### config.mk
export PLATFORM = sky130hd
export DESIGN_NAME = mem_port_arbiter
export DESIGN_NICKNAME = d
export VERILOG_FILES = /design/src/rtl/mem_port_arbiter_pkg.sv /design/src/rtl/mem_port_arbiter_rr_arb2.sv /design/src/rtl/mem_port_arbiter.sv
export SDC_FILE = /design/constraint.sdc
export NUM_CORES = 1
export LEC_CHECK = 0
export CAP_MARGIN = 15
export CORE_MARGIN = 2
export CORE_UTILIZATION = 41
export CTS_BUF_LIST = sky130_fd_sc_hd__clkbuf_8 sky130_fd_sc_hd__clkbuf_16
export CTS_CLUSTER_DIAMETER = 100
export DETAILED_ROUTE_END_ITERATION = 8
export PLACE_DENSITY = 0.86
export SLEW_MARGIN = 20
export SYNTH_ARGS = -nofsm -noshare
export SYNTH_HDL_FRONTEND = slang
export SYNTH_SLANG_ARGS = --single-unit
### constraint.sdc
create_clock -name clk -period 3 [get_ports clk]
set_input_delay 0.6 -clock clk [delete_from_list [all_inputs] [get_ports clk]]
set_output_delay 0.6 -clock clk [all_outputs]
set_load 0.01 [all_outputs]
### src/rtl/mem_port_arbiter_pkg.sv
// Shared types and encodings for the shared memory-port arbiter.
package mem_port_arbiter_pkg;

  typedef enum logic [1:0] {
    ST_IDLE = 2'd0,
    ST_REQ  = 2'd1,
    ST_WAIT = 2'd2,
    ST_RESP = 2'd3
  } arb_state_t;

  localparam logic [1:0] LEN_B = 2'b00;
  localparam logic [1:0] LEN_H = 2'b01;
  localparam logic [1:0] LEN_W = 2'b10;

  localparam logic PORT_IF = 1'b0;
  localparam logic PORT_LS = 1'b1;

  // Illegal size or an address not aligned to the access size.
  function automatic logic access_bad(input logic [1:0] len, input logic [1:0] addr_lo);
    logic bad;
    case (len)
      LEN_B:   bad = 1'b0;
      LEN_H:   bad = addr_lo[0];
      LEN_W:   bad = (addr_lo != 2'b00);
      default: bad = 1'b1;
    endcase
    return bad;
  endfunction

endpackage

### src/rtl/mem_port_arbiter_rr_arb2.sv
// Two-way round-robin grant; last_grant advances only when a grant is taken.
module mem_rr_arb2
  import mem_port_arbiter_pkg::*;
(
  input  logic i_clk,
  input  logic i_rst_n,
  input  logic i_en,
  input  logic i_req_if,
  input  logic i_req_ls,
  output logic o_gnt_if,
  output logic o_gnt_ls
);

  logic r_last;

  // Grant the single requester, or the one not granted last when both ask.
  always_comb begin
    o_gnt_if = 1'b0;
    o_gnt_ls = 1'b0;
    if (i_en) begin
      if (i_req_if && i_req_ls) begin
        o_gnt_if = (r_last == PORT_LS);
        o_gnt_ls = (r_last == PORT_IF);
      end else begin
        o_gnt_if = i_req_if;
        o_gnt_ls = i_req_ls;
      end
    end
  end

  // Remember who won; reset favours IF on the first contested cycle.
  always_ff @(posedge i_clk or negedge i_rst_n) begin
    if (!i_rst_n) begin
      r_last <= PORT_LS;
    end else if (o_gnt_if) begin
      r_last <= PORT_IF;
    end else if (o_gnt_ls) begin
      r_last <= PORT_LS;
    end
  end

endmodule

### src/rtl/mem_port_arbiter.sv
// Serialises IF and LS requests onto one memory port, one transaction in flight.
module mem_port_arbiter
  import mem_port_arbiter_pkg::*;
#(
  parameter int ADDR_W  = 32,
  parameter int DATA_W  = 32,
  parameter int TIMEOUT = 255
) (
  input  logic              clk,
  input  logic              rst,
  input  logic              if_req_valid,
  output logic              if_req_ready,
  input  logic [ADDR_W-1:0] if_addr,
  input  logic              if_wen,
  input  logic [1:0]        if_len,
  input  logic [DATA_W-1:0] if_wdata,
  input  logic              ls_req_valid,
  output logic              ls_req_ready,
  input  logic [ADDR_W-1:0] ls_addr,
  input  logic              ls_wen,
  input  logic [1:0]        ls_len,
  input  logic [DATA_W-1:0] ls_wdata,
  output logic              if_resp_valid,
  output logic              ls_resp_valid,
  output logic [DATA_W-1:0] resp_rdata,
  output logic              resp_err,
  output logic              mem_req_valid,
  input  logic              mem_req_ready,
  output logic [ADDR_W-1:0] mem_addr,
  output logic              mem_wen,
  output logic [1:0]        mem_len,
  output logic [DATA_W-1:0] mem_wdata,
  input  logic              mem_resp_valid,
  input  logic [DATA_W-1:0] mem_resp_rdata,
  output logic              busy,
  output logic              late_err
);

  // WAIT counter runs 0..TIMEOUT-1; the last value is the TIMEOUT-th cycle.
  localparam int CNT_W = (TIMEOUT < 2) ? 1 : $clog2(TIMEOUT);
  localparam logic [CNT_W-1:0] CNT_LAST = CNT_W'(TIMEOUT - 1);

  arb_state_t        r_state;
  arb_state_t        w_next;
  logic              r_owner;
  logic [ADDR_W-1:0] r_addr;
  logic              r_wen;
  logic [1:0]        r_len;
  logic [DATA_W-1:0] r_wdata;
  logic [CNT_W-1:0]  r_cnt;

  logic              r_mem_req_valid;
  logic              r_busy;
  logic              r_if_resp_valid;
  logic              r_ls_resp_valid;
  logic [DATA_W-1:0] r_resp_rdata;
  logic              r_resp_err;
  logic              r_late_err;

  logic              w_idle;
  logic              w_gnt_if;
  logic              w_gnt_ls;
  logic              w_accept;
  logic              w_acc_owner;
  logic [ADDR_W-1:0] w_acc_addr;
  logic              w_acc_wen;
  logic [1:0]        w_acc_len;
  logic [DATA_W-1:0] w_acc_wdata;
  logic              w_acc_bad;
  logic              w_owner_next;
  logic [DATA_W-1:0] w_resp_rdata;
  logic              w_resp_err;

  assign w_idle = (r_state == ST_IDLE);

  mem_rr_arb2 u_arb (
    .i_clk    (clk),
    .i_rst_n  (rst),
    .i_en     (w_idle),
    .i_req_if (if_req_valid),
    .i_req_ls (ls_req_valid),
    .o_gnt_if (w_gnt_if),
    .o_gnt_ls (w_gnt_ls)
  );

  assign if_req_ready = w_gnt_if;
  assign ls_req_ready = w_gnt_ls;
  assign w_accept     = w_gnt_if | w_gnt_ls;
  assign w_acc_owner  = w_gnt_ls ? PORT_LS : PORT_IF;
  assign w_acc_addr   = w_gnt_ls ? ls_addr  : if_addr;
  assign w_acc_wen    = w_gnt_ls ? ls_wen   : if_wen;
  assign w_acc_len    = w_gnt_ls ? ls_len   : if_len;
  assign w_acc_wdata  = w_gnt_ls ? ls_wdata : if_wdata;
  assign w_acc_bad    = access_bad(w_acc_len, w_acc_addr[1:0]);
  assign w_owner_next = w_accept ? w_acc_owner : r_owner;

  // Next state plus the response payload to latch when entering RESP.
  always_comb begin
    w_next       = r_state;
    w_resp_rdata = '0;
    w_resp_err   = 1'b0;
    case (r_state)
      ST_IDLE: begin
        if (w_accept) begin
          if (w_acc_bad) begin
            w_next     = ST_RESP;
            w_resp_err = 1'b1;
          end else begin
            w_next = ST_REQ;
          end
        end
      end
      ST_REQ: begin
        if (mem_req_ready) w_next = ST_WAIT;
      end
      ST_WAIT: begin
        if (mem_resp_valid) begin
          w_next       = ST_RESP;
          w_resp_rdata = r_wen ? '0 : mem_resp_rdata;
        end else if (r_cnt == CNT_LAST) begin
          w_next     = ST_RESP;
          w_resp_err = 1'b1;
        end
      end
      ST_RESP: w_next = ST_IDLE;
      default: w_next = ST_IDLE;
    endcase
  end

  // State, captured request and WAIT counter.
  always_ff @(posedge clk or negedge rst) begin
    if (!rst) begin
      r_state <= ST_IDLE;
      r_owner <= PORT_IF;
      r_addr  <= '0;
      r_wen   <= 1'b0;
      r_len   <= 2'b00;
      r_wdata <= '0;
      r_cnt   <= '0;
    end else begin
      r_state <= w_next;
      if (w_accept) begin
        r_owner <= w_acc_owner;
        r_addr  <= w_acc_addr;
        r_wen   <= w_acc_wen;
        r_len   <= w_acc_len;
        r_wdata <= w_acc_wdata;
      end
      if (r_state == ST_WAIT) r_cnt <= r_cnt + 1'b1;
      else                    r_cnt <= '0;
    end
  end

  // Registered status and response outputs, decoded from the next state.
  always_ff @(posedge clk or negedge rst) begin
    if (!rst) begin
      r_mem_req_valid <= 1'b0;
      r_busy          <= 1'b0;
      r_if_resp_valid <= 1'b0;
      r_ls_resp_valid <= 1'b0;
      r_resp_rdata    <= '0;
      r_resp_err      <= 1'b0;
      r_late_err      <= 1'b0;
    end else begin
      r_mem_req_valid <= (w_next == ST_REQ);
      r_busy          <= (w_next != ST_IDLE);
      r_if_resp_valid <= (w_next == ST_RESP) && (w_owner_next == PORT_IF);
      r_ls_resp_valid <= (w_next == ST_RESP) && (w_owner_next == PORT_LS);
      r_resp_rdata    <= w_resp_rdata;
      r_resp_err      <= w_resp_err;
      if (mem_resp_valid && (r_state != ST_WAIT)) r_late_err <= 1'b1;
    end
  end

  assign mem_req_valid = r_mem_req_valid;
  assign mem_addr      = r_addr;
  assign mem_wen       = r_wen;
  assign mem_len       = r_len;
  assign mem_wdata     = r_wdata;
  assign busy          = r_busy;
  assign if_resp_valid = r_if_resp_valid;
  assign ls_resp_valid = r_ls_resp_valid;
  assign resp_rdata    = r_resp_rdata;
  assign resp_err      = r_resp_err;
  assign late_err      = r_late_err;

endmodule
==> results.cfg, run 1 <==
[cells_and_area]
layout_commonest_cell = clkdlybuf4s50_1
layout-drive-gt1-share_pct = 6.17
antenna_cells = 0
final_cell_mix = clkdlybuf4s50_1, nand2_1, dfrtp_1, nor2_1, a31oi_1
area_delta_synth_final_pct = 71.5
fill_cells = 796
fin_nets = 955

[setup_path]
r2r-end = mem_addr[3]
reg2reg_from = u_arb.r_last
cp.required_ps = 2400
cp_max_fo = 4
cp-end-kind = primary output
regToRegSetupSlack_ps = 990
start_kind = input pin
crit_chain = clkdlybuf4s50_1, nand2_1, a21oi_1, clkdlybuf4s50_1
ff2ff_path_depth = 6
arrival_ps = 1950
path_class = input pin to primary output
slowest_delay_ps = 580
cpMaxStageDelayCell = clkdlybuf4s50_1
cp_common_cell = clkdlybuf4s50_1

[run]
maxCapViolCount = 0

[timing]
slew_viol_final = 0
period_needed_ps = 2550
setup_slack_ps = 452
worstMarginPinSlew_ps = 686
relSlewSlack_pct = 54.3
fin_crit_sh_pct = 84.9
finalSetupViolCount = 0
skew_ps = 9.34
fmax_mhz = 392
hold_viol = 0
setup_tns_ps = 0
rsz0062_at_grt = false

[power]
ir_worst_vdd_v = 0.000592
cellPowerDensity_nw_per_um2 = 902
p_leak_nw = 3.60

[logic_synthesis]
syn_area_per_cell_sq_um = 9.56
synth_area_sq_um = 4850
syn_nets = 682
yosys_warnings = 0
synth_edf_count = 0
synth-seq-area-share_pct = 60.3
dominantRegCellSynth = dfrtp_1
synth-seq-cells = 117
synthCells = 508
async_flop_share_pct = 100
ys_types = 34

[drt]
vias_per_cell = 5.03
finalWirelength_um = 15600
top_layer_used = met4
met3_length_um = 1400
drt-pass1-iter-count = 5
met2_wirelength_um = 7920
wl_per_cell_um = 16.6
m1WireLength_um = 5760
drt_iter0_drc = 347
ant_nets = 0
drcViolationCount = 0
vias = 4714

[cts]
hold_buffers = 0
cts_tree = built
cts_resized = 0
cts-root-buf = clkbuf_16
insertion_delay_ps = 410
htreeDepth = 4
cts_setup_buffers = 0
cts_sinks = 117
clock_path_buffers = 2
clk_pin_slew_ps = 50
cts_buffers = 17

[run_status]
outcome = completed

[hold_path]
worst_hold_path_type = input pin to asynchronous set/reset pin

[floorplan]
fp-row-count = 39
dieArea_sq_um = 12700
core_sq_um = 11500
io_pins = 279
start_util_pct = 42.3
fp.dieH_um = 113
die_w_um = 113

[placement]
place.port_buffers = 278
dpl.hpwl_um = 11100
gp_congestion = 0.854
post-place-ws_ps = 409

[global_route]
grt_pass1_wl_um = 24300
overflow = 0
antenna_found_initial = 0
grt_max_degree = 89
grt_pass1_vias = 4911
grtUsageTotal_pct = 24.5
-- worst max-delay path by stage --
| stage | start | end | slack [ps] | depth (start not counted) |
|---|---|---|---|---|
| global placement | if_req_valid | if_req_ready | 480 | 4 |
| global route | if_req_valid | if_req_ready | 410 | 4 |
| CTS | if_req_valid | if_req_ready | 460 | 4 |
| finish | if_req_valid | if_req_ready | 450 | 4 |
| floorplan | if_req_valid | ls_req_ready | 1270 | 4 |
| detailed placement | if_req_valid | mem_addr[3] | 410 | 7 |
-- where the power goes --
part           internal [mW]  switching [mW]  total, mW
clock network           1.22           0.746       1.97
registers               2.15           0.299       2.45
logic                   1.58            1.52       3.10
-- cell usage after synthesis, types with 2 or more instances --
library cell / instances / area (sq um)
nand2_1: 138 / 518
dfrtp_1: 116 / 2900
nor2_1: 72 / 270
a31oi_1: 63 / 394
and2_1: 32 / 200
buf_2: 14 / 70.1
clkbuf_1: 9 / 33.8
o21ai_0: 9 / 45.0
buf_4: 7 / 52.6
a21oi_1: 5 / 25.0
nand3_1: 5 / 25.0
inv_1: 4 / 15.0
mux2i_1: 4 / 40.0
xor2_1: 3 / 26.3
a21o_1: 2 / 15.0
and3_1: 2 / 12.5
buf_1: 2 / 7.51
ha_1: 2 / 25.0
nand2b_1: 2 / 12.5
nor3_1: 2 / 10.0
or3_1: 2 / 12.5
-- flip-flops by register name, indices dropped and copies added (netlist names), 2 cells and up --
name	cells
r_cnt	8
mem_len	2
mem_wdata	32
r_state	2
mem_addr	32
resp_rdata	32
-- critical path, delay by kind of cell --
family | cells | cell delay (ps)
compound gates | 1 | 130
buf+inv | 2 | 1130
simple gates | 1 | 90
-- stage by stage --
stage          instance area (sq um)  cells  utilization (%)  hold WS (ps)  power [mW]
6_report                        8330    937             72.6           216        7.51
3_3_place_gp                    7740    905             67.5           441        5.43
5_1_grt                         8330    937             72.6           262        7.94
2_1_floorplan                   4850    508                -           304        3.90
4_1_cts                         8330    937             72.6           237        7.57
3_5_place_dp                    7740    905             67.5           483        5.56
-- kinds of logic (layout without fill, tap and decap cells) --
group                    after synthesis  after routing  synth area share [%]
AO/OA/AOI/OAI                         83             83                  10.7
buffers and inverters                 37            323                  3.76
adder cells (fa/ha/maj)                2              2                 0.515
XOR/XNOR                               4              4                 0.722
AND/OR/NAND/NOR                      260            260                  22.9
multiplexers                           5              5                  1.11
flip-flops                           117            117                  60.3
-- layout make-up --
class,instances,area [sq um],area share (%)
Clock buffer,17,425,5.11
Clock inverter,15,158,1.89
Inverter,5,18.8,0.225
Multi-Input combinational cell,354,1750,21.0
Sequential cell,117,2930,35.2
Tap cell,143,179,2.15
Timing Repair Buffer,286,2870,34.4
-- metal layers --
layer	vias up	track usage (%)
met3	33	8.41
met1	2209	26.3
li1	2225	-
met4	0	11.2
met5	-	0
met2	247	43.6
Power figures use the tool's default switching activity.
==> run 2, diff against run 1 <==
--- a/config.mk
+++ b/config.mk
@@ -7,11 +7,11 @@
 export LEC_CHECK = 0
 export CAP_MARGIN = 15
 export CORE_MARGIN = 2
-export CORE_UTILIZATION = 41
+export CORE_UTILIZATION = 38
 export CTS_BUF_LIST = sky130_fd_sc_hd__clkbuf_8 sky130_fd_sc_hd__clkbuf_16
 export CTS_CLUSTER_DIAMETER = 100
 export DETAILED_ROUTE_END_ITERATION = 8
-export PLACE_DENSITY = 0.86
+export PLACE_DENSITY = 0.8
 export SLEW_MARGIN = 20
 export SYNTH_ARGS = -nofsm -noshare
 export SYNTH_HDL_FRONTEND = slang
==> constraint.sdc (replaced) <==
create_clock -name clk -period 2.5 [get_ports clk]
set_input_delay 0.5 -clock clk [delete_from_list [all_inputs] [get_ports clk]]
set_output_delay 0.5 -clock clk [all_outputs]
set_load 0.01 [all_outputs]
==> run 2 against run 1 <==
  * Sequential share of layout area is 0.32 points lower
  * Power is 21% higher
  * Flip-flop and latch count stayed put
  * Routed wire length is 1.8% lower
  * Largest power group unchanged
  * Core utilization is 5.7 points lower
  * Critical path depth stayed put
  * Non-clock buffer count is 1 higher
  * Clock-buffer cell count is 2 higher
  * Die area is 7.6% higher
  * Register-to-register slack worse by 340 ps
  * Hold slack worse by 72 ps
==> results.cfg, run 2 (synthesized netlist as in run 1, its figures left out) <==
[floorplan]
die_w_um = 117
dieArea_sq_um = 13700
fp-row-count = 41
io_pins = 279
start_util_pct = 38.6
fp.dieH_um = 117
core_sq_um = 12600

[power]
p_leak_nw = 3.64
power.total_mw = 9.12
ir_worst_vdd_v = 0.000569
p_int_mw = 6.17
p_seq_share_pct = 32.1
p_clk_share_pct = 27.7
cellPowerDensity_nw_per_um2 = 1090
comb_power_share_pct = 40.2
swShare_pct = 32.4
p_sw_mw = 2.95

[placement]
dpl.hpwl_um = 11200
place.port_buffers = 278
gp_congestion = 0.817
dp_cells = 935
post-place-ws_ps = 123

[timing]
relSlewSlack_pct = 51.1
setup_tns_ps = 0
hold_viol = 0
skew_ps = 7.85
setup_slack_ps = 169
finalSetupViolCount = 0
worstMarginPinSlew_ps = 733
rsz0062_at_grt = false
slew_viol_final = 0
fin_crit_sh_pct = 93.2
period_needed_ps = 2330
fmax_mhz = 429
hold_ws_ps = 144

[cts]
htreeDepth = 4
clk_pin_slew_ps = 50
cts_sinks = 117
hold_buffers = 0
clock_path_buffers = 2
cts_resized = 0
insertion_delay_ps = 410
cts-root-buf = clkbuf_16
cts_setup_buffers = 0
cts_tree = built
cts_buffers = 17

[setup_path]
start_kind = input pin
cp_max_fo = 5
crit_chain = clkdlybuf4s50_1, nand3_2, inv_2, clkdlybuf4s50_1
cp_common_cell = clkdlybuf4s50_1
cp-end-kind = primary output
cp.required_ps = 2000
path_class = input pin to primary output
arrival_ps = 1830
slowest_delay_ps = 570
cpMaxStageDelayCell = clkdlybuf4s50_1

[run]
maxCapViolCount = 0

[drt]
ant_nets = 0
wl_per_cell_um = 15.8
drcViolationCount = 0
drt-pass1-iter-count = 5
finalWirelength_um = 15300
vias = 4696
vias_per_cell = 4.86
drt_iter0_drc = 226

[global_route]
grt_pass1_vias = 4628
grt_max_degree = 79
antenna_found_initial = 0
overflow = 0
grtUsageTotal_pct = 21.9
grt_pass1_wl_um = 22700

[cells_and_area]
antenna_cells = 0
layout_commonest_cell = clkdlybuf4s50_1
layout-drive-gt1-share_pct = 5.91
fin_nets = 956
area_delta_synth_final_pct = 73.1
instances_no_fill = 967
final_cell_mix = clkdlybuf4s50_1, nand2_1, dfrtp_1, nor2_1, a31oi_1

[hold_path]
worst_hold_path_type = input pin to asynchronous set/reset pin

[run_status]
outcome = completed
## run 2: changes by cell type in the layout (fill, tap and decap cells not counted), sizes merged
cell	before	now
buf	9	10
clkbuf	17	19
bufinv	2	4
inv	6	8
clkinvlp	4	1
clkinv	8	5
## run 2: layout make-up
class                   count  area, sq um
multi-input cells         354         1750
clock inverters            13          164
well taps                 172          215
fillers                   970         4170
inverters                   5         18.8
flip-flops and latches    117         2930
repair buffers            287         2870
clock buffers              19          453
## run 2: critical path, delay by kind of cell
kind	cells	cell delay, ps
AND/OR/NAND/NOR	1	120
buffers and inverters	3	1210
## run 2: power by group through the flow
stage                     Clock [mW]  Sequential, mW  Combinational (mW)
final                           2.53            2.93                3.67
after global routing            2.66            3.01                4.00
after CTS                       2.57            2.93                3.70
after detailed placement           0            2.96                3.68
after global placement             0            2.92                3.59
after floorplan                    0            3.23                1.45
## run 2: per-stage QoR
step                      cell area (sq um)  utilization [%]
after CTS                              8400             66.9
after global placement                 7790             62.0
after floorplan                        4850                -
final                                  8400             66.9
after global routing                   8400             66.9
after detailed placement               7790             62.0
## run 2: path summary, 6_finish.rpt
check / from / endpoint / slack, ps / cells past startpoint
max: ls_req_valid / ls_req_ready / 170 / 4
min: rst / mem_wdata[30] / 140 / 1
max reg2reg: u_arb.r_last / if_resp_valid / 650 / 6
min reg2reg: late_err / late_err / 460 / 1
max in group asynchronous: rst / mem_addr[5] / 1590 / 2
min in group clk: late_err / late_err / 460 / 1
## run 2: layer usage
metal | up-vias | global-route usage, % | routed length [um]
li1 | 2234 | - | -
met5 | - | 0 | 0
met4 | 0 | 8.94 | 321
met1 | 2224 | 22.8 | 5510
met3 | 28 | 8.75 | 1580
met2 | 210 | 39.5 | 7860
==> run 3, diff against run 2 <==
--- a/config.mk
+++ b/config.mk
@@ -6,12 +6,13 @@
 export NUM_CORES = 1
 export LEC_CHECK = 0
 export CAP_MARGIN = 15
+export CELL_PAD_IN_SITES_DETAIL_PLACEMENT = 0
+export CELL_PAD_IN_SITES_GLOBAL_PLACEMENT = 2
 export CORE_MARGIN = 2
-export CORE_UTILIZATION = 38
+export CORE_UTILIZATION = 21
 export CTS_BUF_LIST = sky130_fd_sc_hd__clkbuf_8 sky130_fd_sc_hd__clkbuf_16
-export CTS_CLUSTER_DIAMETER = 100
 export DETAILED_ROUTE_END_ITERATION = 8
-export PLACE_DENSITY = 0.8
+export PLACE_DENSITY_LB_ADDON = 0.1
 export SLEW_MARGIN = 20
 export SYNTH_ARGS = -nofsm -noshare
 export SYNTH_HDL_FRONTEND = slang
==> run 3 against run 2 <==
  * Power is essentially flat
  * First-iteration DRC count shrank 36%
  * Sequential power about the same
  * Via count fell by 2.1%
  * Die area is 78% higher
  * Routed wire length is 14% higher
  * Maximum frequency down 0.64%
  * Register-to-register slack gained 170 ps
  * Critical path depth grew 1
  * Combinational power grew 2%
  * Largest power group unchanged
==> results.cfg, run 3 (synthesized netlist as in run 1, its figures left out) <==
[run_status]
outcome = completed

[drt]
drt-pass1-iter-count = 4
vias_per_cell = 4.24
drcViolationCount = 0
vias = 4597
wl_per_cell_um = 16.0
drt_iter0_drc = 144
finalWirelength_um = 17400
ant_nets = 0

[cts]
cts_buffers = 17
clk_pin_slew_ps = 60
clock_path_buffers = 2
cts_resized = 0
hold_buffers = 0
cts_setup_buffers = 0
cts-root-buf = clkbuf_16
cts_sinks = 117
htreeDepth = 4
cts_tree = built
insertion_delay_ps = 420

[global_route]
overflow = 0
grt_pass1_wl_um = 26900
grt_pass1_vias = 4818
grt_max_degree = 66
antenna_found_initial = 2
grtUsageTotal_pct = 14.4

[floorplan]
fp-row-count = 55
io_pins = 279
dieArea_sq_um = 24400
die_w_um = 156
core_sq_um = 22600
start_util_pct = 21.4
fp.dieH_um = 156

[setup_path]
arrival_ps = 1850
cp_max_fo = 4
cp-end-kind = primary output
r2r-end = mem_addr[15]
regToRegSetupSlack_ps = 820
cp.required_ps = 2000
ff2ff_path_depth = 5
reg2reg_from = r_state[0]
path_class = input pin to primary output
start_kind = input pin

[cells_and_area]
layout-drive-gt1-share_pct = 6.52
final_cell_mix = clkdlybuf4s50_1, nand2_1, dfrtp_1, nor2_1, a31oi_1
instances_no_fill = 1083
fin_nets = 958
layout_commonest_cell = clkdlybuf4s50_1
area_delta_synth_final_pct = 76.8
fill_cells = 2268

[power]
power.total_mw = 9.12
p_leak_nw = 3.64
ir_worst_vdd_v = 0.000399
cellPowerDensity_nw_per_um2 = 1060

[placement]
gp_congestion = 0.762
place.port_buffers = 278
dp_cells = 1050
dpl.hpwl_um = 12700

[timing]
worstMarginPinSlew_ps = 555
period_needed_ps = 2350
rsz0062_at_grt = false
slew_viol_final = 0
fin_crit_sh_pct = 93.8
finalSetupViolCount = 0
setup_tns_ps = 0
hold_viol = 0
fmax_mhz = 426
skew_ps = 11.2
hold_ws_ps = 77.7
relSlewSlack_pct = 63.0

[hold_path]
worst_hold_path_type = input pin to asynchronous set/reset pin

[run]
maxCapViolCount = 0
-- run 3: changes by cell type in the layout (fill, tap and decap cells not counted) --
cell	before	now
inv_6	0	3
inv_1	7	4
buf_12	2	5
nand3_2	1	0
clkbuf_8	2	1
clkinv_4	0	4
nand3_4	0	1
buf_4	8	7
bufinv_16	4	2
diode_2	0	1
clkinvlp_4	1	2
clkinv_2	5	3
-- run 3: stage by stage --
| step | worst slack (ps) | area (sq um) | utilization (%) |
|---|---|---|---|
| finish | 154 | 8580 | 37.9 |
| global route | 93.0 | 8580 | 37.9 |
| CTS | 150 | 8580 | 37.9 |
| detailed placement | 154 | 7990 | 35.3 |
| global placement | 152 | 7990 | 35.3 |
| floorplan | 973 | 4850 | - |
-- run 3: worst max path at each step --
stage                 startpoint      endpoint  cells after the start
floorplan           if_req_valid  ls_req_ready                      4
global placement    if_req_valid  ls_req_ready                      5
detailed placement  if_req_valid  ls_req_ready                      5
CTS                 if_req_valid  ls_req_ready                      5
global route        if_req_valid  ls_req_ready                      5
finish              if_req_valid  ls_req_ready                      5
-- run 3: layout make-up --
| cell class | instances | area, sq um | area share (%) |
|---|---|---|---|
| Antenna cell | 1 | 2.50 | 0.0292 |
| Clock buffer | 18 | 439 | 5.12 |
| Clock inverter | 14 | 151 | 1.76 |
| Inverter | 5 | 18.8 | 0.219 |
| Multi-Input combinational cell | 354 | 1760 | 20.5 |
| Sequential cell | 117 | 2930 | 34.1 |
| Tap cell | 285 | 357 | 4.16 |
| Timing Repair Buffer | 289 | 2930 | 34.1 |
-- run 3: worst max-delay path: stages --
cell             delay, ps
clkdlybuf4s50_1        470
nand2_1                140
nand3_4                100
inv_2                  100
clkdlybuf4s50_1        540
-- run 3: routing by layer --
layer	track usage, %	routed length [um]	up-vias
met5	0	12	-
met4	4.50	279	2
met3	6.50	1750	20
met2	24.0	8300	185
met1	16.7	7010	2154
li1	-	-	2236
-- run 3: where the power goes --
part           leakage (nW)  switching, mW  internal, mW
Clock                 0.287          0.952          1.50
Combinational          1.93           1.80          1.94
Sequential             1.42          0.343          2.58
Total                  3.64           3.10          6.02
